<file path="src/rtl/mux_2x1_stream_arb_pkg.sv">
// Shared constants and helpers for the 2-to-1 stream merger.
// State codes and source-select encodings.
package mux_2x1_stream_arb_pkg;

  typedef logic [1:0] state_t;

  localparam state_t ST_IDLE  = 2'd0;
  localparam state_t ST_LOCK0 = 2'd1;
  localparam state_t ST_LOCK1 = 2'd2;

  localparam logic SEL_IN0 = 1'b0;
  localparam logic SEL_IN1 = 1'b1;

  function automatic logic lock_sel(
    input state_t st
  );
    return (st == ST_LOCK1) ? SEL_IN1 : SEL_IN0;
  endfunction

  function automatic state_t lock_state(
    input logic sel
  );
    return (sel == SEL_IN1) ? ST_LOCK1 : ST_LOCK0;
  endfunction

endpackage

</file>
<file path="src/rtl/mux_2x1_stream_arb_rr_arb_2.sv">
// Two-requester round-robin arbiter.
// Combinational grant, registered last winner.
module rr_arb_2
  import mux_2x1_stream_arb_pkg::*;
(
  input  logic clk,
  input  logic rst,
  input  logic req0,
  input  logic req1,
  input  logic update,
  output logic gnt_valid,
  output logic gnt_sel
);

  logic last_grant_q;
  logic last_grant_d;

  always_comb begin
    gnt_valid = req0 || req1;
    gnt_sel   = SEL_IN0;
    if (req0 && req1) begin
      gnt_sel = ~last_grant_q;
    end else if (req1) begin
      gnt_sel = SEL_IN1;
    end
  end

  always_comb begin
    last_grant_d = last_grant_q;
    if (update) begin
      last_grant_d = gnt_sel;
    end
  end

  // Reset to in1 so in0 wins the first tie.
  always_ff @(posedge clk) begin
    if (rst) begin
      last_grant_q <= SEL_IN1;
    end else begin
      last_grant_q <= last_grant_d;
    end
  end

endmodule

</file>
<file path="src/rtl/mux_2x1_stream_arb.sv">
// Merges two valid/ready streams onto one registered output.
// Round-robin between packets, locked within a packet.
module mux_2x1_stream_arb
  import mux_2x1_stream_arb_pkg::*;
#(
  parameter int DATA_W = 8
) (
  input  logic              clk,
  input  logic              rst,
  input  logic              in0_valid,
  input  logic [DATA_W-1:0] in0_data,
  input  logic              in0_last,
  output logic              in0_ready,
  input  logic              in1_valid,
  input  logic [DATA_W-1:0] in1_data,
  input  logic              in1_last,
  output logic              in1_ready,
  output logic              out_valid,
  output logic [DATA_W-1:0] out_data,
  output logic              out_last,
  output logic              out_sel,
  input  logic              out_ready
);

  state_t            state_q;
  state_t            state_d;
  logic              out_valid_q;
  logic              out_valid_d;
  logic [DATA_W-1:0] out_data_q;
  logic [DATA_W-1:0] out_data_d;
  logic              out_last_q;
  logic              out_last_d;
  logic              out_sel_q;
  logic              out_sel_d;

  logic              load_en;
  logic              in_lock;
  logic              arb_valid;
  logic              arb_sel;
  logic              arb_update;
  logic              sel;
  logic              sel_valid;
  logic              sel_last;
  logic [DATA_W-1:0] sel_data;
  logic              granted;
  logic              accept;

  rr_arb_2 u_arb (
    .clk       (clk),
    .rst       (rst),
    .req0      (in0_valid),
    .req1      (in1_valid),
    .update    (arb_update),
    .gnt_valid (arb_valid),
    .gnt_sel   (arb_sel)
  );

  always_comb begin
    load_en = !out_valid_q || out_ready;
    in_lock = (state_q != ST_IDLE);
    sel     = in_lock ? lock_sel(state_q) : arb_sel;
    granted = in_lock || arb_valid;
  end

  always_comb begin
    sel_valid = in0_valid;
    sel_last  = in0_last;
    sel_data  = in0_data;
    if (sel == SEL_IN1) begin
      sel_valid = in1_valid;
      sel_last  = in1_last;
      sel_data  = in1_data;
    end
  end

  // A locked input keeps ready through its own bubbles.
  always_comb begin
    accept     = load_en && granted && sel_valid;
    arb_update = accept && !in_lock;
    in0_ready  = load_en && granted && (sel == SEL_IN0);
    in1_ready  = load_en && granted && (sel == SEL_IN1);
  end

  always_comb begin
    state_d = state_q;
    unique case (state_q)
      ST_IDLE: begin
        if (accept && !sel_last) begin
          state_d = lock_state(sel);
        end
      end
      ST_LOCK0, ST_LOCK1: begin
        if (accept && sel_last) begin
          state_d = ST_IDLE;
        end
      end
      default: state_d = ST_IDLE;
    endcase
  end

  always_comb begin
    out_valid_d = out_valid_q;
    out_data_d  = out_data_q;
    out_last_d  = out_last_q;
    out_sel_d   = out_sel_q;
    if (accept) begin
      out_valid_d = 1'b1;
      out_data_d  = sel_data;
      out_last_d  = sel_last;
      out_sel_d   = sel;
    end else if (out_ready) begin
      out_valid_d = 1'b0;
    end
  end

  always_ff @(posedge clk) begin
    if (rst) begin
      state_q     <= ST_IDLE;
      out_valid_q <= 1'b0;
      out_data_q  <= '0;
      out_last_q  <= 1'b0;
      out_sel_q   <= SEL_IN0;
    end else begin
      state_q     <= state_d;
      out_valid_q <= out_valid_d;
      out_data_q  <= out_data_d;
      out_last_q  <= out_last_d;
      out_sel_q   <= out_sel_d;
    end
  end

  assign out_valid = out_valid_q;
  assign out_data  = out_data_q;
  assign out_last  = out_last_q;
  assign out_sel   = out_sel_q;

endmodule

</file>
<file path="config.mk">
export PLATFORM = sky130hd
export DESIGN_NAME = mux_2x1_stream_arb
export DESIGN_NICKNAME = d
export VERILOG_FILES = /design/src/rtl/mux_2x1_stream_arb_pkg.sv /design/src/rtl/mux_2x1_stream_arb_rr_arb_2.sv /design/src/rtl/mux_2x1_stream_arb.sv
export SDC_FILE = /design/constraint.sdc
export NUM_CORES = 1
export LEC_CHECK = 0
export BUFFER_PORTS_ARGS = -buffer_cell sky130_fd_sc_hd__buf_2
export CAP_MARGIN = 10
export CORE_UTILIZATION = 44
export CTS_CLUSTER_DIAMETER = 60
export DETAILED_ROUTE_END_ITERATION = 7
export MAX_ROUTING_LAYER = met4
export PLACE_DENSITY = 0.76
export REMOVE_ABC_BUFFERS = 1
export SYNTH_ARGS = -nofsm -noshare
export SYNTH_HDL_FRONTEND = slang
export SYNTH_SLANG_ARGS = --single-unit
export TNS_END_PERCENT = 50
</file>
<file path="constraint.sdc">
create_clock -name clk -period 2.3 [get_ports clk]
set_input_delay 0.46 -clock clk [delete_from_list [all_inputs] [get_ports clk]]
set_output_delay 0.46 -clock clk [all_outputs]
set_load 0.01 [all_outputs]
</file>
==> metrics.txt <==
outcome=finished, violations left; failing checks=DRC; post-route ant nets=0; Syn Inst Count=86; Clock Sinks=14; number of global-route vias before repair=698; Final Wtd Congestion=0.862; delay-heaviest family, CP=buffers and inverters; Fmax achieved=467 MHz; largest net degree at the start of global routing=18; peak supply drop=0.444 mV; core area=0.00156 mm²; First-pass DRT Iterations=5; clk_lat worst skew=0.27 ns; Critical Path End=in0_ready; CP endpoint kind=primary output; Max Slew Vio Count=0; all-layer global routing usage=19.0%; slowest CP cell=dfxtp_1; Cell Area, Placed=950 µm²; Worst Setup Start Kind=flop; Max Cap Violations=0; critical path, cell by cell=inv_1 -> ha_2 -> nand2b_1 -> a21boi_2 -> buf_6 -> inv_2 -> nor2_1 -> buf_2; Layout Skew=0.000605 ns; kind of critical path=flop to primary output; worst slew pin tran=0.251 ns; total power=0.683 mW; Root Buffer=clkbuf_4; starting density of the core=48.6%; Reg-to-Reg End=state_q[0]; RSZ-0062 raised after global routing=no; # setup viols final=0; sequential area share after synthesis=37.0%; final worst-path cycle share=93.1%; Worst Path Required=1.84 ns; post-route minimum period=2.14 ns; fin util=62.8%; Avg Cell Area, Syn=8.82 µm²; Power Density=698 mW/mm²; Hold-fix buffers, CTS=0; Num CTS Buffers=3; antenna violations before repair=0; H-tree depth=1; yosys warns=0; Slew Limit Headroom=83.3%; Final Cell Area=978 µm²; commonest non-fill, non-tap cell in the layout=buf_2; hold crit path type=primary input to flop; WP depth=8; post-synth cell types=26; worst endpoint data arrival time=1.68 ns; Post-Syn Area=758 µm²; Antenna Cells=0; CP peak stage delay=0.31 ns; Static Leak=0.499 nW; vias per cell=5.34; most frequent cells in the layout=buf_2, nor2_1, dfxtp_1; drt first-iter violations=9; Routed WL=1.59 mm; Fin. Hold Viols=0; flops & latches, synth=14; area grow syn2layout=29.0%; fin nets=149; first-pass GRT wire length=2.66 mm; grt ovf=0; buffers plus inverters on the worst setup path=4; crit path from=state_q[0]; routed vias=737; Max clock buf depth=2; die height=43.5 µm; row count=14; hpwl dp=1.24 mm; DR WL/cell=11.5 µm; R2R depth=7; Die W=43.5 µm; I/O pin count=36; TritonCTS clock tree=done; Worst R2R Setup Slack=0.33 ns; Setup TNS=0 ns; share of layout cells above drive strength 1=37.7%; Worst-path clk slew=0.08 ns; worst r2r src=state_q[0]; DRC viols=3; Crit Path Max Fanout=11; DIE AREA=0.00189 mm²; PortBufs=35
where the power goes:
group / switching [mW] / total, mW / internal [mW]
registers: 0.0178 / 0.295 / 0.277
clock network: 0.0720 / 0.133 / 0.0605
logic: 0.136 / 0.255 / 0.119
total: 0.226 / 0.683 / 0.457
metal layers:
metal	track usage (%)	wire (µm)	part of all wire [%]
met1	21.6	718	45
met5	-	0	0
met3	2.50	77	4.8
met2	33.6	780	49
met4	7.50	12	0.76
area by class of cell:
cell class,instances,area [µm²]
clock buffers,3,22.5
repair buffers,38,201
fillers,147,581
well taps,16,20.0
inverters,3,11.3
flip-flops and latches,14,280
multi-input cells,64,443
flip-flops by register name, indices dropped and copies added (netlist names):
name	count
out_data	8
out_last	1
out_sel	1
out_valid	1
state_q	2
u_arb.last_grant_q	1
per-stage QoR:
stage	hold slack, ns	worst slack, ns	instances
3_5_place_dp	0.486	0.356	135
4_1_cts	0.489	0.0875	138
2_1_floorplan	0.515	-0.0352	81
6_report	0.492	0.159	138
5_1_grt	0.511	0.0270	138
3_3_place_gp	0.481	0.409	135
cell usage after synthesis (all sizes together):
cell	n	area [µm²]
inv	3	11.3
a31oi	2	12.5
a21boi	3	37.5
o31ai	2	15.0
clkbuf	1	3.75
nor3	1	5.00
a21o	1	7.51
nand2	3	11.3
ha	2	25.0
and2	1	6.26
nor2	15	56.3
or4	2	15.0
mux2i	9	90.1
buf	4	22.5
dfxtp	14	280
o21ai	3	15.0
nand2b	4	25.0
o31a	1	8.76
a21oi	5	25.0
mux2	1	15.0
a211oi	8	60.1
a311o	1	10.0
cells by family (layout without fill, tap and decap cells):
kind of cell | count (synthesis) | in the layout | synth area share [%]
buffers and inverters | 8 | 44 | 4.95
flip-flops | 14 | 14 | 37.0
AND/OR/NAND/NOR | 26 | 26 | 15.7
adder cells (fa/ha/maj) | 2 | 2 | 3.30
multiplexers | 10 | 10 | 13.9
AO/OA/AOI/OAI | 26 | 26 | 25.2
worst min path at each step:
stage / from / endpoint / depth (start not counted)
3_5_place_dp: out_last / out_last / 2
4_1_cts: in1_last / state_q[1] / 3
5_1_grt: in1_last / state_q[1] / 3
6_report: in1_last / state_q[1] / 3
2_1_floorplan: out_data[0] / out_data[0] / 2
3_3_place_gp: out_last / out_last / 2
worst reg2reg max path, stage by stage (launching register included):
cell      delay (ns)
dfxtp_1         0.31
inv_1           0.07
ha_2            0.21
nand2b_1        0.14
a21boi_2        0.22
mux2_4          0.34
or4_1           0.48
a21oi_1         0.13
repair_timing:
item,CTS,global route
setup endpoints to repair,0,1
resized for setup,0,2
buffers inserted,0,0
endpoints found under the hold margin,0,0
Note: power is estimated with default switching activity, not from simulation.
